`src/rtl/multicycle_ctrl.sv`:
```
// multicycle_ctrl: main control FSM for a multi-cycle RV32I datapath.
//
// Sequences fetch, decode, execute, memory access and writeback, driving the
// datapath write enables, mux selects, alu_op and imm_src. All control
// outputs are decoded from the current state; mem_ready and zero only
// qualify write enables and state transitions.
//
// Memory handshake (valid/ready style): mem_req is the request and is held,
// together with mem_write and adr_src, until mem_ready is sampled high on a
// rising edge. mem_ready is ignored while mem_req is low. mem_ready high in
// the first request cycle completes the access with zero wait states.
//
// Parameters:
//   MAX_WAIT    memory wait-cycle limit per access, 0 = unlimited
//   PERF_CNT_W  width of the performance counters
//
// Optional feature macro: PERF_CNT_EN builds the cycle and retired-instruction
// counters; without it instret_cnt and cycle_cnt are constant 0.
//
// Ports:
//   clk, reset            rising-edge clock, synchronous active-high reset
//   opcode                instruction bits [6:0] from the instruction register
//   zero                  ALU zero flag (branch decision)
//   mem_ready             memory completes the current access
//   mem_req, mem_write    memory request / write qualifier
//   adr_src               memory address select: 0 PC, 1 ALUOut
//   ir_write, pc_write    instruction register / PC load enables
//   reg_write             register-file write enable
//   alu_src_a, alu_src_b  ALU operand selects
//   result_src            result mux select
//   imm_src               immediate format: 00 I, 01 S, 10 B, 11 J
//   alu_op                00 add, 01 sub, 10 funct-decoded
//   illegal, bus_err      sticky traps (illegal opcode, memory timeout)
//   state_dbg             current state encoding
//   instret_cnt, cycle_cnt performance counters
module multicycle_ctrl #(
    parameter int MAX_WAIT   = 0,
    parameter int PERF_CNT_W = 32
) (
    input  logic                  clk,
    input  logic                  reset,
    input  logic [6:0]            opcode,
    input  logic                  zero,
    input  logic                  mem_ready,
    output logic                  mem_req,
    output logic                  mem_write,
    output logic                  adr_src,
    output logic                  ir_write,
    output logic                  pc_write,
    output logic                  reg_write,
    output logic [1:0]            alu_src_a,
    output logic [1:0]            alu_src_b,
    output logic [1:0]            result_src,
    output logic [1:0]            imm_src,
    output logic [1:0]            alu_op,
    output logic                  illegal,
    output logic                  bus_err,
    output logic [3:0]            state_dbg,
    output logic [PERF_CNT_W-1:0] instret_cnt,
    output logic [PERF_CNT_W-1:0] cycle_cnt
);

    typedef enum logic [3:0] {
        S_FETCH    = 4'd0,
        S_DECODE   = 4'd1,
        S_MEMADR   = 4'd2,
        S_MEMREAD  = 4'd3,
        S_MEMWB    = 4'd4,
        S_MEMWRITE = 4'd5,
        S_EXECR    = 4'd6,
        S_EXECI    = 4'd7,
        S_ALUWB    = 4'd8,
        S_BEQ      = 4'd9,
        S_JAL      = 4'd10,
        S_JALRT    = 4'd11,
        S_JALRL    = 4'd12,
        S_TRAP     = 4'd13
    } state_e;

    localparam logic [6:0] OP_LOAD  = 7'b0000011;
    localparam logic [6:0] OP_STORE = 7'b0100011;
    localparam logic [6:0] OP_R     = 7'b0110011;
    localparam logic [6:0] OP_I     = 7'b0010011;
    localparam logic [6:0] OP_BEQ   = 7'b1100011;
    localparam logic [6:0] OP_JAL   = 7'b1101111;
    localparam logic [6:0] OP_JALR  = 7'b1100111;

    localparam int WAIT_W = (MAX_WAIT > 1) ? $clog2(MAX_WAIT + 1) : 1;

    state_e            state_q, state_d;
    logic              illegal_q, illegal_d;
    logic              bus_err_q, bus_err_d;
    logic [WAIT_W-1:0] wait_q, wait_d;

    always_ff @(posedge clk) begin
        state_q   <= state_d;
        illegal_q <= illegal_d;
        bus_err_q <= bus_err_d;
        wait_q    <= wait_d;
    end

    always_comb begin
        state_d    = state_q;
        illegal_d  = illegal_q;
        bus_err_d  = bus_err_q;
        wait_d     = wait_q;
        mem_req    = 1'b0;
        mem_write  = 1'b0;
        adr_src    = 1'b0;
        ir_write   = 1'b0;
        pc_write   = 1'b0;
        reg_write  = 1'b0;
        alu_src_a  = 2'b00;
        alu_src_b  = 2'b00;
        result_src = 2'b00;
        imm_src    = 2'b00;
        alu_op     = 2'b00;
        illegal    = 1'b0;
        bus_err    = 1'b0;
        state_dbg  = 4'd0;

        if (reset) begin
            // Reset forces every output low, which also aborts any pending access.
            state_d   = S_FETCH;
            illegal_d = 1'b0;
            bus_err_d = 1'b0;
            wait_d    = '0;
        end else begin
            state_dbg = state_q;
            illegal   = illegal_q;
            bus_err   = bus_err_q;

            case (state_q)
                S_FETCH: begin
                    mem_req    = 1'b1;
                    alu_src_b  = 2'b10;
                    result_src = 2'b10;
                    if (mem_ready) begin
                        ir_write = 1'b1;
                        pc_write = 1'b1;
                        state_d  = S_DECODE;
                    end
                end
                S_DECODE: begin
                    // Precompute the branch/jump target into ALUOut.
                    alu_src_a = 2'b01;
                    alu_src_b = 2'b01;
                    if (opcode == OP_BEQ)      imm_src = 2'b10;
                    else if (opcode == OP_JAL) imm_src = 2'b11;
                    case (opcode)
                        OP_LOAD, OP_STORE: state_d = S_MEMADR;
                        OP_R:              state_d = S_EXECR;
                        OP_I:              state_d = S_EXECI;
                        OP_BEQ:            state_d = S_BEQ;
                        OP_JAL:            state_d = S_JAL;
                        OP_JALR:           state_d = S_JALRT;
                        default: begin
                            state_d   = S_TRAP;
                            illegal_d = 1'b1;
                        end
                    endcase
                end
                S_MEMADR: begin
                    alu_src_a = 2'b10;
                    alu_src_b = 2'b01;
                    if (opcode == OP_STORE) begin
                        imm_src = 2'b01;
                        state_d = S_MEMWRITE;
                    end else begin
                        state_d = S_MEMREAD;
                    end
                end
                S_MEMREAD: begin
                    mem_req = 1'b1;
                    adr_src = 1'b1;
                    if (mem_ready) state_d = S_MEMWB;
                end
                S_MEMWB: begin
                    result_src = 2'b01;
                    reg_write  = 1'b1;
                    state_d    = S_FETCH;
                end
                S_MEMWRITE: begin
                    mem_req   = 1'b1;
                    mem_write = 1'b1;
                    adr_src   = 1'b1;
                    if (mem_ready) state_d = S_FETCH;
                end
                S_EXECR: begin
                    alu_src_a = 2'b10;
                    alu_op    = 2'b10;
                    state_d   = S_ALUWB;
                end
                S_EXECI: begin
                    alu_src_a = 2'b10;
                    alu_src_b = 2'b01;
                    alu_op    = 2'b10;
                    state_d   = S_ALUWB;
                end
                S_ALUWB: begin
                    reg_write = 1'b1;
                    state_d   = S_FETCH;
                end
                S_BEQ: begin
                    // ALUOut still holds the target computed in DECODE.
                    alu_src_a = 2'b10;
                    alu_op    = 2'b01;
                    pc_write  = zero;
                    state_d   = S_FETCH;
                end
                S_JAL: begin
                    // PC <- target from DECODE while the ALU forms OldPC+4 for rd.
                    alu_src_a = 2'b01;
                    alu_src_b = 2'b10;
                    pc_write  = 1'b1;
                    state_d   = S_ALUWB;
                end
                S_JALRT: begin
                    alu_src_a = 2'b10;
                    alu_src_b = 2'b01;
                    state_d   = S_JALRL;
                end
                S_JALRL: begin
                    alu_src_a = 2'b01;
                    alu_src_b = 2'b10;
                    pc_write  = 1'b1;
                    state_d   = S_ALUWB;
                end
                S_TRAP: begin
                    state_d = S_TRAP;
                end
                default: begin
                    state_d = S_FETCH;
                end
            endcase

            // Wait-state counter: counts stalled request cycles; the cycle that
            // would reach MAX_WAIT drops the access and traps instead.
            if (mem_req) begin
                if (mem_ready) begin
                    wait_d = '0;
                end else if (MAX_WAIT > 0) begin
                    if (wait_q == WAIT_W'(MAX_WAIT - 1)) begin
                        state_d   = S_TRAP;
                        bus_err_d = 1'b1;
                        wait_d    = '0;
                    end else begin
                        wait_d = wait_q + 1'b1;
                    end
                end
            end
        end
    end

`ifdef PERF_CNT_EN
    logic [PERF_CNT_W-1:0] instret_q, cycle_q;

    always_ff @(posedge clk) begin
        if (reset) begin
            instret_q <= '0;
            cycle_q   <= '0;
        end else begin
            cycle_q <= cycle_q + 1'b1;
            // An instruction retires when control returns to FETCH.
            if (state_q != S_FETCH && state_q != S_TRAP && state_d == S_FETCH) begin
                instret_q <= instret_q + 1'b1;
            end
        end
    end

    assign instret_cnt = reset ? '0 : instret_q;
    assign cycle_cnt   = reset ? '0 : cycle_q;
`else
    assign instret_cnt = '0;
    assign cycle_cnt   = '0;
`endif

endmodule

```
`config.mk`:
```
export PLATFORM = sky130hd
export DESIGN_NAME = multicycle_ctrl
export DESIGN_NICKNAME = d
export VERILOG_FILES = /design/src/rtl/multicycle_ctrl.sv
export SDC_FILE = /design/constraint.sdc
export NUM_CORES = 1
export LEC_CHECK = 0
export BUFFER_PORTS_ARGS = -buffer_cell sky130_fd_sc_hd__clkbuf_2
export CAP_MARGIN = 40
export CORE_ASPECT_RATIO = 0.5
export CORE_UTILIZATION = 35
export DETAILED_ROUTE_END_ITERATION = 7
export PLACE_DENSITY = 0.74
export SLEW_MARGIN = 20
export SYNTH_ARGS = -nofsm -noshare
export SYNTH_HDL_FRONTEND = slang
export SYNTH_SLANG_ARGS = --single-unit
```
`constraint.sdc`:
```
create_clock -name clk -period 2.8 [get_ports clk]
set_input_delay 0.14 -clock clk [delete_from_list [all_inputs] [get_ports clk]]
set_output_delay 0.14 -clock clk [all_outputs]
set_load 0.1 [all_outputs]
```
=== After elaboration in Yosys (flattened, before gate mapping) ===
Cells that the tools add are included.
W data, S select, Z words.

* Register bits: 6
* Output and inout bits: 86
* Logic and storage cells: 77

* Equality and inequality tests: 23
* Muxes and demuxes: 35
* Bitwise logic cells: 1
* Reduce and logical (&&, ||, !) cells: 15

{| class="wikitable"
|+ Operators with widths
! kind !! number
|-
| $pmux W4 S8 || 1
|-
| $eq A4 B4 Y1 const B || 6
|-
| $pmux W4 S6 || 1
|-
| $eq A7 B7 Y1 const B || 3
|-
| $pmux W2 S2 || 5
|-
| $eq A4 B3 Y1 const B || 4
|-
| $mux W4 || 4
|-
| $mux W1 || 15
|-
| $eq A7 B6 Y1 const B || 2
|-
| $mux W2 || 7
|-
| $reduce_or A2 Y1 || 5
|-
| $reduce_or A3 Y1 || 3
|-
| $eq A4 B2 Y1 const B || 2
|-
| $reduce_or A4 Y1 || 2
|-
| $eq A7 B2 Y1 const B || 1
|-
| $eq A7 B5 Y1 const B || 1
|-
| $reduce_or A7 Y1 || 1
|-
| $ne A2 B2 Y1 const B || 3
|-
| $reduce_or A5 Y1 || 1
|-
| $eq A4 B1 Y1 const B || 1
|-
| $logic_not A4 Y1 || 1
|-
| $mux W3 || 1
|-
| $pmux W1 S3 || 1
|-
| $reduce_and A3 Y1 || 1
|-
| 2 further kinds || 2
|}

=== Depth between registers and ports, before layout ===
* Word-level depth: 5
* Mapped depth: 6
* Gate-level depth less buffers: 4

=== Worst setup path after synthesis ===
OpenSTA, ideal clock, no wires.

* Path kind: reg-to-output
* Start point: register state_q[1]
* End point: output port ir_write
* Data arrival time: 3925 ps
* Required time: 2660 ps
* Path slack: -1265 ps
* Cell stages (with the launch flop): 5
* Cell sequence: dfxtp_1 buf_4 or3_1 nor3_1 and2_1

* Word-level cells in the longest chain between the ends: 3

{| class="wikitable"
|+ RTL lines
! what !! line !! RTL
|-
| from (decl) || 90 || <nowiki>state_e state_q, state_d;</nowiki>
|-
| from (signal assigned) || 96 || <nowiki>state_q <= state_d;</nowiki>
|-
| $logic_not A4 Y1 || 133 || <nowiki>case (state_q)</nowiki>
|-
| $mux W1 || 133 ||
|-
| $mux W1 || 122 || <nowiki>if (reset) begin</nowiki>
|-
| to (decl) || 48 || <nowiki>output logic ir_write,</nowiki>
|}

Every way passes these cells.

=== Worst setup path in the final report ===
* Start point: register state_q[3]
* End point: output port pc_write

* Word-level cells in the longest chain between the ends: 4
* Elaborated cells between the ends (all ways): 7
* Those cells by class: eq/ne: 3; mux: 2; reduce/logical: 2

{| class="wikitable"
|+ RTL lines
! what !! line !! RTL
|-
| $eq A4 B4 Y1 || 133 ||
|-
| $reduce_or A2 Y1 (no source line) || -- ||
|-
| $pmux W1 S3 (*) || 133 ||
|-
| $mux W1 (*) || 122 ||
|-
| to (decl) || 49 || <nowiki>output logic pc_write,</nowiki>
|}

Mark *: on every way between the ends. The rest lies on a longest branch, timed or not.

==> results.md <==
* Clock tree root driver cell: sky130_fd_sc_hd__clkbuf_8
* Combined area of all synthesized cells at 1190 um2
* Syn avg cell area at 6.96 um2
* Total number of yosys warnings at 0
* Initial standard-cell utilization of the core at 0.382
* Total length of routed met3 wires at 176 um
* Setup repair after global routing missed its margin: no
* Launch instance of the worst min-delay path: opcode[3]
* CTS H-Tree Depth at 1
* Post-route DRC at 5
* CTS Buffer Depth at 2
* Final-report setup violation count at 0
* Count of cell types in the netlist at 38
* Combinational share of power at 0.748
* Via-per-instance ratio at 4.45
* First-pass GRT wire length at 3270 um
* FFs w/ async S/R, synth at 0
* Synthesis-stage register bit count at 6
* Share of final-layout standard cells stronger than drive strength 1 at 0.232
* Sinks on Clock Net at 6
* Minimum setup slack in the final design at 0.427 ns
* Antenna cells at 0
* Crit Reg-Reg Endpoint: state_q[2]$_SDFFE_PP0P_
* DP Wirelength at 1770 um
* Violated checks: DRC
* Dominant cells by area after synthesis: sky130_fd_sc_hd__buf_4 42%, sky130_fd_sc_hd__dfxtp_1 10%, sky130_fd_sc_hd__a21oi_1 5.0%
* Final clock skew at 0.00482 ns
* Primary flip-flop cell chosen by synthesis mapping: sky130_fd_sc_hd__dfxtp_1
* EDFF count, synth at 0
* Total number of nets in the final design at 211
* Critical path class: flip-flop to output pin
* Worst VDD drop at 254 uV
* Number of buffers created by CTS at 3
* FF-to-FF Start: state_q[2]$_SDFFE_PP0P_
* Fraction of power spent switching nets at 0.722
* Layout filler cell count at 318
* Resized cells post-CTS at 0
* Measured slew at the worst slew-check pin at 0.702 ns
* I/O pin total at 97
* Worst r2r path cells at 4
* Setup WS pre-CTS at 0.680 ns
* Total global routing track utilization at 0.112
* Cell area power density at 815 nW/um2
* Highest metal layer with signal wires: met4
* Synth area leader: sky130_fd_sc_hd__buf_4
* Antenna Nets Post-Route at 0
* Top achievable clock speed at 421 MHz
* Crit path arrival time at 2.23 ns
* Synth Instances at 171
* Clock period minus worst slack at 2.37 ns
* DR pass1 iterations at 8
* Vias in the first global route at 741
* Quantity of I/O buffers inserted on ports at 32
* Most common cell after layout, fill and taps aside: sky130_fd_sc_hd__conb_1
* Number of endpoints with negative hold slack in the final report at 0
* Hold bufs inserted after CTS at 0
* Result of the run: complete, but fails checks
* Layout Area Growth over Synthesis at 0.421%
* Most frequent cells in the layout: 64 x sky130_fd_sc_hd__conb_1, 32 x sky130_fd_sc_hd__clkbuf_2, 12 x sky130_fd_sc_hd__a21oi_1
* Slack of the worst reg-to-reg path at 0.94 ns
* Detail Route met2 WL at 1100 um
* Clock share of power at 0.133
* Clock tree from TritonCTS: done
* Sequential area share after synthesis at 0.101
* Overall overflow remaining after global route at 0
* Number of cells on the worst hold path at 3
* Routed wire length at 2200 um
* Count of standard-cell rows at 14
* Number of antenna violations at the first check in global routing at 0
* Normalized max-slew margin at 0.531
* Largest net degree at the start of global routing at 21
* Period utilisation layout at 0.847
* Post-layout total power at 0.974 mW
* Total via count after detailed routing at 1060
* Critical Path Source Type: flip-flop
* Number of non-filler instances in the completed layout at 238
* RePlAce Congestion at 0.805
* Static Leak at 0.619 nW
* Post-CTS setup-driven buffer insertion count at 0
* Horizontal die dimension at 84.5 um
* Crit end category: output pin
* Worst hold slack across all endpoints at 0.310 ns
* Detailed-route wire length per cell at 9.24 um
* Maximum fanout count along the critical path at 20
* Max-slew violation count at 0
* Hold endpoint: state_q[0]$_SDFFE_PP0P_
* Area enclosed by the die boundary at 3650 um2
* Clock latency reported for the late side of the worst-skew pair at 0.22 ns
* Worst-path clk slew at 0.04 ns
* Switching Power at 0.703 mW
* Floorplan die height at 43.2 um
* Cells after DPL at 235
* Required time reported for the critical path endpoint at 2.66 ns
* Floorplan core area at 3120 um2
* Internal Power at 0.271 mW
* Total routed wire length on the met1 layer at 906 um
* Reported max-cap violation count at 0
* Area share of the largest cell type after synthesis at 0.416
* Sequential group share of total power at 0.119
* Hold Crit Class: input port to flip-flop
* Number of design-rule violations left by the first detailed-router iteration at 166
==> cell usage after synthesis (3+ instances only) <==
cell and n:
sky130_fd_sc_hd__dfxtp_1 6, sky130_fd_sc_hd__nand3_1 5, sky130_fd_sc_hd__and3_1 4, sky130_fd_sc_hd__clkbuf_1 3, sky130_fd_sc_hd__nor2_1 11, sky130_fd_sc_hd__buf_4 66, sky130_fd_sc_hd__nand2b_1 7, sky130_fd_sc_hd__nor2b_1 4
sky130_fd_sc_hd__nor3_1 11, sky130_fd_sc_hd__nand2_1 5, sky130_fd_sc_hd__a21oi_1 12, sky130_fd_sc_hd__inv_2 3
==> worst max-delay path by stage <==
stage	endpoint	slack [ns]	cells after the start	start
5_1_grt	alu_src_b[0]	0.31	5	state_q[2]$_SDFFE_PP0P_
3_3_place_gp	pc_write	0.73	4	state_q[3]$_SDFFE_PP0P_
2_1_floorplan	alu_op[0]	-0.10	3	state_q[1]$_SDFFE_PP0P_
4_1_cts	pc_write	0.45	4	state_q[3]$_SDFFE_PP0P_
3_5_place_dp	pc_write	0.68	4	state_q[3]$_SDFFE_PP0P_
6_report	pc_write	0.43	4	state_q[3]$_SDFFE_PP0P_
==> state kept, by name, indices dropped and copies added, names as in the netlist <==
signal	cells
illegal_q	1
bus_err_q	1
state_q	4
==> power by group through the flow <==
stage | registers, mW | clock network [mW] | logic (mW)
after floorplan | 0.102 | 0 | 0.758
after global placement | 0.115 | 0 | 0.725
after detailed placement | 0.117 | 0 | 0.727
after CTS | 0.116 | 0.130 | 0.727
after global routing | 0.119 | 0.135 | 0.750
final | 0.116 | 0.129 | 0.729
==> routing by layer <==
| layer | up-vias | track usage |
|---|---|---|
| met4 | 0 | 0.0508 |
| met3 | 2 | 0.0195 |
| met1 | 486 | 0.141 |
| met5 | - | 0 |
| li1 | 511 | - |
| met2 | 61 | 0.189 |
==> worst max-delay path, stage by stage (launching register included) <==
cell and delay, ns:
sky130_fd_sc_hd__dfxtp_1 0.76, sky130_fd_sc_hd__nand2b_1 0.24, sky130_fd_sc_hd__a221o_1 0.39, sky130_fd_sc_hd__a21oi_1 0.13, sky130_fd_sc_hd__clkbuf_2 0.48
==> final cells by class <==
type	count	area (um2)	share of cell area
well taps	40	50.0	0.0419
clock buffers	3	41.3	0.0346
multi-input cells	151	797	0.667
flip-flops and latches	6	120	0.101
repair buffers	33	168	0.140
inverters	5	18.8	0.0157
==> logic make-up (layout without fill, tap and decap cells) <==
| family | Yosys count | in the layout | synth area share |
|---|---|---|---|
| buffers and inverters | 77 | 41 | 0.453 |
| AND/OR/NAND/NOR | 57 | 57 | 0.270 |
| AO/OA/AOI/OAI | 27 | 27 | 0.148 |
| flip-flops | 6 | 6 | 0.101 |
| multiplexers | 2 | 2 | 0.0168 |
| other | 1 | 64 | 0.00315 |
| XOR/XNOR | 1 | 1 | 0.00736 |
==> metrics by stage <==
stage,TNS [ns],area [um2],util
2_1_floorplan,-0.209,1460,-
3_3_place_gp,0,1150,0.370
3_5_place_dp,0,1150,0.370
6_report,0,1190,0.383
5_1_grt,0,1190,0.383
4_1_cts,0,1190,0.383
Power figures use the tool's default switching activity.
